### config.mk
export PLATFORM = sky130hd
export DESIGN_NAME = copy_loop_sequencer
export DESIGN_NICKNAME = d
export VERILOG_FILES = /design/src/rtl/copy_loop_pkg.sv /design/src/rtl/copy_loop_skid_fifo.sv /design/src/rtl/copy_loop_sequencer.sv
export SDC_FILE = /design/constraint.sdc
export NUM_CORES = 1
export LEC_CHECK = 0
export CAP_MARGIN = 0
export CORE_UTILIZATION = 52
export CTS_CLUSTER_DIAMETER = 40
export CTS_CLUSTER_SIZE = 25
export DETAILED_ROUTE_END_ITERATION = 10
export GPL_ROUTABILITY_DRIVEN = 1
export HOLD_SLACK_MARGIN = 0.05
export PLACE_DENSITY = 0.76
export REMOVE_ABC_BUFFERS = 1
export SYNTH_ARGS = -nofsm -noshare
export SYNTH_HDL_FRONTEND = slang
export SYNTH_HIERARCHICAL = 1
export SYNTH_SLANG_ARGS = --single-unit
### constraint.sdc
create_clock -name clk -period 3.9 [get_ports clk]
set_input_delay 0.78 -clock clk [delete_from_list [all_inputs] [get_ports clk]]
set_output_delay 0.78 -clock clk [all_outputs]
set_load 0.01 [all_outputs]
### src/rtl/copy_loop_pkg.sv
// Shared types and constants for the run-time copy-loop sequencer.
package copy_loop_pkg;

  localparam int unsigned SKID_DEPTH = 2;
  localparam int unsigned OCC_W      = $clog2(SKID_DEPTH + 1);

  localparam int unsigned DEF_ADDR_W = 4;
  localparam int unsigned DEF_DATA_W = 32;

  typedef enum logic [1:0] {
    IDLE = 2'd0,
    RUN  = 2'd1,
    DONE = 2'd2
  } state_e;

  // Default-width FIFO entry; the top passes a same-shaped struct sized to its parameters.
  typedef struct packed {
    logic [DEF_ADDR_W-1:0] addr;
    logic [DEF_DATA_W-1:0] data;
  } skid_entry_t;

endpackage

### src/rtl/copy_loop_skid_fifo.sv
// Two-entry skid FIFO buffering returned source data with its index.
module copy_loop_skid_fifo
  import copy_loop_pkg::*;
#(
  parameter type entry_t = skid_entry_t
) (
  input  logic             clk,
  input  logic             rst,
  input  logic             push,
  input  entry_t           push_entry,
  input  logic             pop,
  output logic [OCC_W-1:0] occ,
  output entry_t           head
);

  entry_t           mem [SKID_DEPTH];
  logic             wr_ptr;
  logic             rd_ptr;
  logic [OCC_W-1:0] occ_q;

  // Caller guarantees no push when full and no pop when empty.
  always_ff @(posedge clk) begin
    if (rst) begin
      wr_ptr <= 1'b0;
      rd_ptr <= 1'b0;
      occ_q  <= '0;
      for (int i = 0; i < SKID_DEPTH; i++) mem[i] <= '0;
    end else begin
      if (push) begin
        mem[wr_ptr] <= push_entry;
        wr_ptr      <= ~wr_ptr;
      end
      if (pop) rd_ptr <= ~rd_ptr;
      occ_q <= occ_q + OCC_W'(push) - OCC_W'(pop);
    end
  end

  assign occ  = occ_q;
  assign head = mem[rd_ptr];

endmodule

### src/rtl/copy_loop_sequencer.sv
// Run-time element copy y[i] = x[i]: issues source reads, buffers returns, writes under backpressure.
module copy_loop_sequencer
  import copy_loop_pkg::*;
#(
  parameter int unsigned DEPTH  = 10,
  parameter int unsigned DATA_W = 32,
  parameter int unsigned ADDR_W = $clog2(DEPTH),
  parameter int unsigned CNT_W  = $clog2(DEPTH + 1)
) (
  input  logic              clk,
  input  logic              rst,
  input  logic              start,
  input  logic [CNT_W-1:0]  count,
  output logic              busy,
  output logic              done,
  output logic              clamped,
  output logic              src_rd_en,
  output logic [ADDR_W-1:0] src_rd_addr,
  input  logic [DATA_W-1:0] src_rd_data,
  output logic              dst_wr_en,
  output logic [ADDR_W-1:0] dst_wr_addr,
  output logic [DATA_W-1:0] dst_wr_data,
  input  logic              dst_ready
);

  localparam logic [CNT_W-1:0] DEPTH_C = CNT_W'(DEPTH);

  typedef struct packed {
    logic [ADDR_W-1:0] addr;
    logic [DATA_W-1:0] data;
  } entry_t;

  state_e            state_q;
  state_e            state_d;
  logic [CNT_W-1:0]  n_q;
  logic [CNT_W-1:0]  n_start;
  logic [CNT_W-1:0]  rd_idx_q;
  logic [CNT_W-1:0]  wr_idx_q;
  logic [ADDR_W-1:0] inflight_addr_q;
  logic              inflight_q;
  logic              clamped_q;
  logic              accept_start;
  logic              issue;
  logic              pop;
  logic              last_wr;
  logic [2:0]        level;
  logic [OCC_W-1:0]  occ;
  entry_t            head;
  entry_t            push_entry;

  assign n_start      = (count > DEPTH_C) ? DEPTH_C : count;
  assign accept_start = (state_q == IDLE) && start;

  // Projected FIFO level after this cycle's pop keeps the skid buffer from overflowing.
  assign pop     = (occ != '0) && dst_ready;
  assign level   = 3'(occ) + 3'(inflight_q) - 3'(pop);
  assign issue   = (state_q == RUN) && (rd_idx_q < n_q) && (level < 3'(SKID_DEPTH));
  assign last_wr = pop && (wr_idx_q == n_q - CNT_W'(1));

  assign push_entry = '{addr: inflight_addr_q, data: src_rd_data};

  copy_loop_skid_fifo #(
    .entry_t(entry_t)
  ) u_fifo (
    .clk       (clk),
    .rst       (rst),
    .push      (inflight_q),
    .push_entry(push_entry),
    .pop       (pop),
    .occ       (occ),
    .head      (head)
  );

  always_ff @(posedge clk) begin
    if (rst) state_q <= IDLE;
    else     state_q <= state_d;
  end

  always_comb begin
    state_d = state_q;
    case (state_q)
      IDLE:    if (start) state_d = (n_start == '0) ? DONE : RUN;
      RUN:     if (last_wr) state_d = DONE;
      DONE:    state_d = IDLE;
      default: state_d = IDLE;
    endcase
  end

  // Indices, latched length and the one-deep read-in-flight tracker.
  always_ff @(posedge clk) begin
    if (rst) begin
      n_q             <= '0;
      rd_idx_q        <= '0;
      wr_idx_q        <= '0;
      inflight_q      <= 1'b0;
      inflight_addr_q <= '0;
      clamped_q       <= 1'b0;
    end else begin
      inflight_q <= issue;
      if (issue) inflight_addr_q <= ADDR_W'(rd_idx_q);
      if (accept_start) begin
        n_q       <= n_start;
        clamped_q <= (count > DEPTH_C);
        rd_idx_q  <= '0;
        wr_idx_q  <= '0;
      end else begin
        if (issue) rd_idx_q <= rd_idx_q + CNT_W'(1);
        if (pop)   wr_idx_q <= wr_idx_q + CNT_W'(1);
      end
    end
  end

  assign busy        = (state_q == RUN);
  assign done        = (state_q == DONE);
  assign clamped     = (state_q == DONE) && clamped_q;
  assign src_rd_en   = issue;
  assign src_rd_addr = ADDR_W'(rd_idx_q);
  assign dst_wr_en   = (occ != '0);
  assign dst_wr_addr = head.addr;
  assign dst_wr_data = head.data;

endmodule

==> flow_summary.yaml, run 1 <==
floorplanning:
  io_pins: 85
  die_w_microns: 96.4
  initial_utilization: 0.534
  die-area_sq_um: 9290
  core-area_sq_um: 8680
  placementRows: 34
  die_y_microns: 96.4
detailed_routing:
  drt-vias-per-instance: 5.31
  avgRoutedWirePerCell_microns: 15.7
  vias: 3022
  initialDrtViolationCount: 154
  firstDrtPassIters: 5
  totalWireLength_microns: 8950
  drtAntennaViolNets: 0
  drc: 0
grt:
  use_met2: 0.355
  grt_pass1_vias: 2983
  grt_usage: 0.203
  grt_max_degree: 39
  antenna_found_initial: 0
  grt_use_met1: 0.256
  gr-max-usage-layer: "met2"
  grt_pass1_wl_microns: 14000
  overflow: 0
  use_met3: 0.0297
job:
  maxCapViolCount: 0
worst_setup_path:
  crit_arrival_ns: 2.99
  cp-end-kind: "output pin"
  crit_slowest_cell: "fa_1"
  worstPathCellList: "clkdlybuf4s50_1 -> o21a_1 -> ha_1 -> nand2b_1 -> fa_1 -> and4bb_2 -> nand2_1 -> a21oi_4 -> dlygate4sd2_1"
  ff2ff_path_depth: 9
  crit_family: "buffers and inverters"
  path_class: "in2out"
  crit_fanout: 2
  r2r_slack_ns: 1.37
  slowest_delay_ns: 0.48
  critPathBufInv: 2
  critPathLaunchType: "input port"
  critPathRequiredTime_ns: 3.12
  reg2reg_to: "src_rd_addr[3]"
  timing.rr.start: "u_fifo/occ[1]"
yosys:
  netlist_instances: 375
  yosysWarnings: 6
  yosys.area.top_type_share: 0.467
  syn_avg_cell_area_sq_um: 12.4
  synth_cell_types: 43
  synthesis.area_sq_um: 4630
  synth_edf_count: 72
  synth_seq_area_share: 0.575
  ys_seq_elements: 97
  synthFlopType: "edfxtp_1"
  yosysMostFrequentCell: "nor2_1"
  synth_area_leaders: "edfxtp_1 (47%), dfxtp_1 (11%), mux2_4 (9.7%)"
  yosys.area.top_type: "edfxtp_1"
  synthTopCellsByCount: "nor2_1 (84), edfxtp_1 (72), nand2b_1 (52), mux2_4 (30), dfxtp_1 (25)"
  async_flop_share: 0
timing:
  period_share: 0.966
  setup_viol: 0
  setup_tns_ns: 0
  fmax_mhz: 265
  period_needed_ns: 3.77
  drv_slew: 0
  hold_violations: 0
  rsz0062_at_grt: "false"
  slew_headroom: 0.347
  tightest_slew_ns: 0.979
  finClkSkew_ns: 0.00823
clocking:
  cts.sinks: 97
  ctsHoldBuffers: 0
  clkTransAtPathRegs_ns: 0.09
  cts_resized: 1
  numCtsBuffers: 9
  htreeDepth: 3
  cts_tree: "done"
  worstSkewPairLatency_ns: 0.35
  cts_setup_buffers: 0
  clockRootBuffer: "clkbuf_8"
  clk_path_buf_depth: 2
finish:
  fill_cells: 677
  area_growth_pct: 24.1
  final_util: 0.662
  fin_area_sq_um: 5750
  n_antenna_cell: 0
  drive_above_1_share: 0.143
  fin_nets: 506
power_and_ir_drop:
  leakagePower_uw: 0.00209
  ir_drop_v: 0.000316
  power_density_nw_per_um2: 492
placement:
  place.gp.congestion: 0.804
  hpwl_microns: 5860
  portBuffers: 84
  place_area_sq_um: 5530
min_path:
  min-delay-start: "inflight_addr_q[2]"
  whs_endpoint: "inflight_addr_q[2]"
  hold_path_class: "reg2reg"
  whs_path_depth: 2
status:
  status: "completed"
## final cells by class
type                            instances  area, sq um  share of cell area
Sequential cell                        97         2660               0.463
Multi-Input combinational cell        251         1820               0.316
Timing Repair Buffer                   89          885               0.154
Tap cell                              108          135              0.0235
Clock buffer                           10          128              0.0222
Clock inverter                          6         90.1              0.0157
Inverter                                8         30.0             0.00522
## tightest hold or removal path, stage by stage, from the launching register on
cell and delay (ns):
dfxtp_1 0.32, nand2b_1 0.06, mux2i_1 0.06
## power by group
group	internal, uW	switching (uW)
Clock	364	340
Sequential	1190	82.2
Combinational	517	332
Total	2070	754
## sequential cells by signal, indices dropped and copies added, names as in the netlist, named ones only
name             flops
inflight_q           1
src_rd_addr          4
u_fifo/wr_ptr        1
clamped_q            1
n_q                  4
u_fifo/occ           2
state_q              2
u_fifo/mem          72
u_fifo/rd_ptr        1
wr_idx_q             4
inflight_addr_q      4
## metal layers
metal,routed length [microns],share of wire,up-vias
li1,-,-,1455
met1,3910,0.44,1473
met2,4540,0.51,84
met3,393,0.044,10
met4,109,0.012,0
met5,0,0,-
## through the flow
step                power, uW  cells  hold slack [ns]  worst slack, ns
global placement         2130    553            0.463           -0.108
global route             2960    569            0.509           0.0257
finish                   2830    569            0.481            0.131
floorplan                1780    356            0.448            0.605
detailed placement       2150    553            0.463           -0.137
CTS                      2850    569            0.486            0.123
## cells by family after synthesis
kind of cell             Yosys count  synth area share
adder cells (fa/ha/maj)           10            0.0286
AO/OA/AOI/OAI                     17            0.0283
AND/OR/NAND/NOR                  168             0.179
flip-flops                        97             0.575
XOR/XNOR                          12            0.0256
multiplexers                      44             0.129
buffers and inverters             27            0.0348
## how the worst max path moves through the flow
| stage | cells past startpoint | to | slack [ns] | from |
|---|---|---|---|---|
| final | 9 | src_rd_en | 0.13 | dst_ready |
| after global routing | 9 | src_rd_en | 0.03 | dst_ready |
| after CTS | 9 | src_rd_en | 0.12 | dst_ready |
| after detailed placement | 9 | src_rd_en | -0.14 | dst_ready |
| after global placement | 9 | src_rd_en | -0.11 | dst_ready |
| after floorplan | 7 | src_rd_en | 0.60 | dst_ready |
## cell usage in the layout, fill, tap and decap left out, types with 3 or more instances in the layout
| master | instances |
|---|---|
| nor2_1 | 84 |
| clkdlybuf4s50_1 | 82 |
| edfxtp_1 | 72 |
| nand2b_1 | 49 |
| mux2_4 | 30 |
| dfxtp_1 | 24 |
| nand2_1 | 10 |
| ha_1 | 9 |
| clkbuf_8 | 9 |
| inv_1 | 8 |
| mux2i_1 | 8 |
| xnor2_1 | 6 |
| mux2_2 | 6 |
| nor2b_1 | 5 |
| xor2_1 | 5 |
| a21oi_1 | 5 |
| buf_4 | 4 |
| nand3_1 | 3 |
| nand2b_2 | 3 |
Power figures use the tool's default switching activity.
==> inputs of run 2 (changes only) <==
- SKIP_LAST_GASP: unset -> 1
==> results of run 2 <==
Final layout, timing and power as in run 1 (identical DEF).
